===== src/rtl/hazard_scoreboard.sv =====
// D-stage GPR Tuse/Tnew stall unit with a cycle-exact HI/LO (mult/div) busy counter.
// Optional macro HAZ_STATS_EN adds a saturating stall-cycle counter on stall_cnt.
module hazard_scoreboard #(
    parameter int AW      = 5,
    parameter int TW      = 2,
    parameter int NSTG    = 3,
    parameter int MUL_CYC = 5,
    parameter int DIV_CYC = 10
) (
    input  logic          clk,
    input  logic          reset,
    input  logic [AW-1:0] rs_d,
    input  logic [AW-1:0] rt_d,
    input  logic [TW-1:0] tuse_rs_d,
    input  logic [TW-1:0] tuse_rt_d,
    input  logic [AW-1:0] a3_d,
    input  logic          we_d,
    input  logic [TW-1:0] tnew_d,
    input  logic          md_start_d,
    input  logic          md_div_d,
    input  logic          md_use_d,
    output logic          stall,
    output logic          stall_data,
    output logic          stall_md,
    output logic          md_busy,
    output logic [31:0]   stall_cnt
);
    localparam int CW = $clog2(DIV_CYC + 1);
    localparam logic [TW-1:0] TUSE_NONE = '1;

    logic [NSTG-1:0]         rec_valid_q, rec_valid_d;
    logic [NSTG-1:0]         rec_we_q, rec_we_d;
    logic [NSTG-1:0][AW-1:0] rec_a3_q, rec_a3_d;
    logic [NSTG-1:0][TW-1:0] rec_tnew_q, rec_tnew_d;
    logic [CW-1:0]           md_cnt_q, md_cnt_d;
    logic                    hit_rs, hit_rt;

    always_comb begin
        hit_rs = 1'b0;
        hit_rt = 1'b0;
        for (int k = 0; k < NSTG; k++) begin
            if (rec_valid_q[k] && rec_we_q[k] && (rec_a3_q[k] != '0)) begin
                if ((rec_a3_q[k] == rs_d) && (tuse_rs_d != TUSE_NONE) &&
                    (rec_tnew_q[k] > tuse_rs_d))
                    hit_rs = 1'b1;
                if ((rec_a3_q[k] == rt_d) && (tuse_rt_d != TUSE_NONE) &&
                    (rec_tnew_q[k] > tuse_rt_d))
                    hit_rt = 1'b1;
            end
        end
    end

    assign stall_data = hit_rs | hit_rt;
    assign md_busy    = (md_cnt_q != '0);
    assign stall_md   = md_use_d & md_busy;
    assign stall      = stall_data | stall_md;

    // A stalled D instruction becomes a bubble in E; older entries age with saturating tnew.
    always_comb begin
        rec_valid_d = '0;
        rec_we_d    = '0;
        rec_a3_d    = '0;
        rec_tnew_d  = '0;
        if (!stall) begin
            rec_valid_d[0] = 1'b1;
            rec_we_d[0]    = we_d;
            rec_a3_d[0]    = a3_d;
            rec_tnew_d[0]  = tnew_d;
        end
        for (int k = 1; k < NSTG; k++) begin
            rec_valid_d[k] = rec_valid_q[k-1];
            rec_we_d[k]    = rec_we_q[k-1];
            rec_a3_d[k]    = rec_a3_q[k-1];
            rec_tnew_d[k]  = (rec_tnew_q[k-1] == '0) ? '0 : rec_tnew_q[k-1] - TW'(1);
        end
    end

    always_comb begin
        md_cnt_d = md_cnt_q;
        if (md_start_d && !stall)
            md_cnt_d = md_div_d ? CW'(DIV_CYC) : CW'(MUL_CYC);
        else if (md_cnt_q != '0)
            md_cnt_d = md_cnt_q - CW'(1);
    end

    always_ff @(posedge clk) begin
        if (reset) begin
            rec_valid_q <= '0;
            rec_we_q    <= '0;
            rec_a3_q    <= '0;
            rec_tnew_q  <= '0;
            md_cnt_q    <= '0;
        end else begin
            rec_valid_q <= rec_valid_d;
            rec_we_q    <= rec_we_d;
            rec_a3_q    <= rec_a3_d;
            rec_tnew_q  <= rec_tnew_d;
            md_cnt_q    <= md_cnt_d;
        end
    end

`ifdef HAZ_STATS_EN
    logic [31:0] stall_cnt_q, stall_cnt_d;

    always_comb begin
        stall_cnt_d = stall_cnt_q;
        if (stall && (stall_cnt_q != 32'hFFFF_FFFF))
            stall_cnt_d = stall_cnt_q + 32'd1;
    end

    always_ff @(posedge clk) begin
        if (reset)
            stall_cnt_q <= 32'd0;
        else
            stall_cnt_q <= stall_cnt_d;
    end

    assign stall_cnt = stall_cnt_q;
`else
    assign stall_cnt = 32'd0;
`endif

endmodule

===== config.mk =====
export PLATFORM = sky130hd
export DESIGN_NAME = hazard_scoreboard
export DESIGN_NICKNAME = d
export VERILOG_FILES = /design/src/rtl/hazard_scoreboard.sv
export SDC_FILE = /design/constraint.sdc
export NUM_CORES = 1
export LEC_CHECK = 0
export CORE_MARGIN = 3
export CORE_UTILIZATION = 25
export DETAILED_ROUTE_END_ITERATION = 8
export DONT_BUFFER_PORTS = 1
export GPL_TIMING_DRIVEN = 0
export HOLD_SLACK_MARGIN = 0.1
export SLEW_MARGIN = 20
export SYNTH_ARGS = -nofsm -noshare
export SYNTH_HDL_FRONTEND = slang
export SYNTH_SLANG_ARGS = --single-unit

===== constraint.sdc =====
create_clock -name clk -period 2 [get_ports clk]
set_input_delay 0.3 -clock clk [delete_from_list [all_inputs] [get_ports clk]]
set_output_delay 0.3 -clock clk [all_outputs]
set_load 0.05 [all_outputs]

; ---- Word level (Yosys, flattened, before mapping)
; Index checks and enable logic that the tools add are counted.
[word_totals]
ramBits = 0
n_memories = 0
in_bits = 27
latch_bits = 0
mem_bits_ro = 0
reg_bits = 31
[classes]
add_sub_neg = 3
order_cmp = 6
div = 0
n_reduce_logical = 30
n_mul = 0
shifts = 0
n_bitwise = 3
eq_ne = 8
n_mux = 16
[op_table]
columns = cell, n
row1 = 5-bit == test, 6
row2 = 1-bit logical AND, 19
row3 = 5-bit nonzero test, 3
row4 = 1-bit two-way mux, 13
row5 = 2-bit greater-than comparator, 6
row6 = 4-bit two-way mux, 3
row7 = 2-bit OR reduction, 3
row8 = 2-bit zero test, 2
row9 = "2-bit != test, second input constant", 2
row10 = 4-bit nonzero test, 1
row11 = "2-bit by 1-bit subtractor with 2-bit output, second input constant", 2
row12 = "4-bit by 1-bit subtractor with 4-bit output, second input constant", 1
row13 = 1-bit bitwise OR, 2
row14 = 2-bit nonzero test, 1
row15 = 1-bit bitwise AND, 1
row16 = 1-bit zero test, 1

; ---- Logic depth before layout (Yosys ltp)
; Gate-level depths: netlist (run 1).
[depth]
ltp_word = 14
depth_mapped = 9
mapped_depth_nobuf = 9

; ---- Least setup slack after synthesis (run 1)
; OpenSTA, ideal clock, no wires.
[synth_path]
path_kind = register to output
from = register rec_a3_q (netlist bit rec_a3_d[11])
to = output stall
t_arrival_ns = 2.008
path_buffers = 0
setup_slack_ns = -0.308
required_ns = 1.700
path_stages_with_launch = 6
path_cell_list = dfxtp_1 or4_1 o211ai_2 nor4_1 nor4_4 nand3_1
[synth_between]
elab_chain_cells = 9
word_cells_on_any_way = 18
[synth_rtl]
columns = element, line
row1 = "start, declared", 33  ; logic [NSTG-1:0][AW-1:0] rec_a3_q, rec_a3_d;
row2 = "start signal, assigned", 96  ; rec_a3_q <= rec_a3_d;
row3 = 5-bit == test (on tied branches), "43, 46"
row4 = 1-bit logical AND (on tied branches) (2 in series), "43, 46"
row5 = 1-bit two-way mux (on tied branches), "43, 46"
row6 = 1-bit two-way mux, 42  ; if (rec_valid_q[k] && rec_we_q[k] && (rec_a3_q[k] != '0)) begin
row7 = 1-bit two-way mux (on tied branches), "43, 46"
row8 = 1-bit two-way mux, 42
row9 = 1-bit bitwise OR *, 53  ; assign stall_data = hit_rs | hit_rt;
row10 = 1-bit bitwise OR *, 56  ; assign stall = stall_data | stall_md;
row11 = "end, declared", 22  ; output logic stall,
; Mark *: on every way between the ends. The rest lies on a longest branch, timed or not.

; ---- Worst setup path in the final report (run 1)
[layout_path]
from = register rec_a3_q (netlist bit rec_a3_d[12])
to = output stall
; Same word-level chain as after synthesis.

==> flow_metrics.py, run 1 <==
metrics = {
    "setup_path": {
        "cp_max_fo": 3,
        "critPathKind": "flip-flop to output port",
        "worst_ep_required_time_ps": 1700,
        "startpoint_type": "flip-flop",
        "cp_cell_sequence": "or4_4 -> o211ai_4 -> buf_4 -> nor4_2 -> nor4_4 -> buf_6 -> nand3_4",
        "worstPathArrival_ps": 2080,
        "cp-end-kind": "output port",
        "max_stage_delay_ps": 550,
        "critPathSlowestCell": "or4_4",
        "rrSetupSlack_ps": -240,
    },
    "global_routing": {
        "grt_use_total_pct": 11.40,
        "grt_antenna_before_repair": 0,
        "first_global_vias": 1458,
        "grt_pass1_wl_um": 7610,
        "gr-total-overflow": 0,
        "grt_max_degree": 11,
    },
    "synth": {
        "synth_async_sr_flop_share_pct": 0,
        "synth_edf_count": 0,
        "netlist_area_mm2": 0.001967,
        "synth_cells": 218,
        "yosys.area_share.adder_pct": 10.18,
        "synth_sequential_area_ratio_pct": 31.55,
        "yosysWarnings": 0,
        "synth_top_family_by_area": "simple AND/OR/NAND/NOR gates",
        "yosys.area_share.simple_pct": 18.70,
        "synth_cell_types": 31,
        "synth-seq-cells": 31,
        "synth.mux.area_fraction_pct": 0,
        "synthXorXnorAreaFrac_pct": 14.25,
        "ys.flop_type": "dfxtp_1",
        "syn_avg_cell_area_um2": 9.022,
        "synth_compound_area_share_pct": 8.524,
    },
    "sta": {
        "max_freq_mhz": 419.5,
        "hold_viol_final": 0,
        "finalCritPeriodShare_pct": 119.2,
        "setup_violations": 15,
        "setup_ws_ps": -383.8,
        "rsz0062_at_grt": "yes",
        "finalCriticalPeriod_ps": 2384,
        "fin_skew_ps": 2.487,
        "slew_violations": 0,
    },
    "clocking": {
        "cts_tree": "built",
        "cts_buffers": 5,
        "htree_levels": 2,
        "clk_pin_slew_ps": 60,
        "cts_sinks": 31,
        "hold_buffers": 0,
        "clk_latency_ps": 280,
        "cts_buffer_depth": 2,
        "cts-root-buf": "clkbuf_8",
    },
    "routing": {
        "finalWirelength_um": 4772,
        "vias": 1514,
        "dr.pass1.iters": 4,
        "drc_errors": 0,
        "via_per_inst": 4.092,
        "ant_nets": 0,
        "drt_first_iter_violations": 49,
        "avgRoutedWirePerCell_um": 12.90,
    },
    "placed_design": {
        "dp_cells": 348,
        "gp_congestion": 0.8385,
        "place_ws_ps": -430.9,
        "dp_hpwl_um": 3697,
        "io_buffers": 0,
    },
    "flow_run": {
        "maxCapViolCount": 0,
    },
    "cells_and_area": {
        "antenna_cells": 0,
        "syn_to_final_growth_pct": 35.62,
        "final_nets": 313,
        "fin_util_pct": 35.82,
        "layout_commonest_cell": "buf_4",
        "drive_gt1_share_pct": 35.79,
        "final_cells": 370,
        "layout_common_cells": "42 x buf_4, 32 x conb_1, 28 x xnor2_1",
    },
    "status": {
        "outcome": "finished, violations left",
        "violations": "negative setup slack",
    },
    "die": {
        "die-width_um": 94.70,
        "io_pins": 63,
        "start_util_pct": 26.41,
        "die_area_mm2": 0.008968,
        "core_mm2": 0.007447,
        "rows": 31,
        "die_y_um": 94.70,
    },
    "power": {
        "vdd_drop_max_mv": 1.142,
        "power.density_mw_per_mm2": 979.9,
        "leakage_uw": 0.001146,
    },
    "worst_hold_path": {
        "min_path_type": "input port to flip-flop",
    },
}
[flip-flops by register name (all words and copies together), names as in the netlist]
| name | flops |
|---|---|
| rec_a3_d | 10 |
| rec_tnew_q | 6 |
| md_cnt_q | 4 |
| rec_a3_q | 5 |
| rec_we_q | 3 |
| rec_valid_q | 3 |
[stage by stage]
stage               instance area [um2]  setup TNS, ps  hold slack, ps  total power [uW]
floorplan                          2106         -414.9           399.6              1597
global placement                   2230          -4656           409.3              1696
detailed placement                 2230          -4903           411.5              1725
CTS                                2576          -2680           106.0              2481
global route                       2668          -3913           104.3              2783
finish                             2668          -2619           116.8              2614
[area by class of cell]
type,count,area [um2]
clock buffer,8,100.1
fill,768,4780
tap,99,123.9
timing repair buffer,13,108.9
sequential,31,631.9
multi-input combinational,164,1365
inverter,21,90.09
buffer,34,247.7
[cell usage after synthesis, drive strengths merged (4+ instances only)]
master	instances	share of area [%]
a22oi	6	2.3
buf	32	12
dfxtp	31	32
ha	16	10
inv	21	4.0
nand2	5	0.95
nand4	8	3.3
nor2	9	1.7
nor2b	20	6.4
nor3	5	1.3
nor4	5	2.4
o211ai	5	2.4
o21ai	5	1.3
xnor2	28	12
xor2	4	1.8
[what timing repair did]
item                       in CTS  in global routing
cloned                          1                  0
buffers inserted                8                  5
gates resized for setup        37                 16
pin swaps                      11                  6
setup endpoints to repair      16                 16
[worst max-delay path: cells and delay by family (launching register included)]
| family | cells | cell delay, ps |
|---|---|---|
| buffers and inverters | 2 | 320 |
| AND/OR/NAND/NOR | 4 | 930 |
| flip-flops | 1 | 320 |
| AO/OA/AOI/OAI | 1 | 220 |
[per-layer routing]
| metal | GRT usage (%) | share of wire [%] | up-vias |
|---|---|---|---|
| met5 | 0 | 0 | - |
| met4 | 5.649 | 3.0 | 0 |
| met3 | 2.948 | 6.4 | 11 |
| met2 | 19.03 | 49 | 44 |
| met1 | 13.49 | 41 | 683 |
| li1 | - | - | 776 |
[power breakdown]
part	switching (uW)	internal, uW	total [uW]
combinational	712	529	1240
sequential	108	729	837
clock	223	314	536
[final timing paths]
| path | from | depth (start not counted) | to |
|---|---|---|---|
| hold reg to reg | rec_tnew_q[0]$_SDFF_PP0_ | 1 | rec_tnew_q[2]$_SDFF_PP0_ |
| setup reg to reg | rec_tnew_q[2]$_SDFF_PP0_ | 10 | md_cnt_q[2]$_SDFFE_PP0P_ |
| setup / recovery | rec_a3_d[12]$_SDFF_PP0_ | 7 | stall |
| hold / removal | reset | 1 | md_cnt_q[2]$_SDFFE_PP0P_ |
[logic make-up (layout without fill, tap and decap cells)]
| family | count (synthesis) | count (layout) |
|---|---|---|
| AOI/OAI and AO/OA | 23 | 23 |
| and+or+nand+nor | 60 | 61 |
| other | 1 | 32 |
| DFF | 31 | 31 |
| adders and majority gates | 16 | 16 |
| buffers and inverters | 55 | 76 |
| xor gates and xnor gates | 32 | 32 |
Power figures use the tool's default switching activity.
==> run 2, diff against run 1 <==
Settings changed: CTS_CLUSTER_SIZE set to 30.
==> results of run 2 <==
Same layout as run 1: the final DEF is identical, and so are final timing and power.
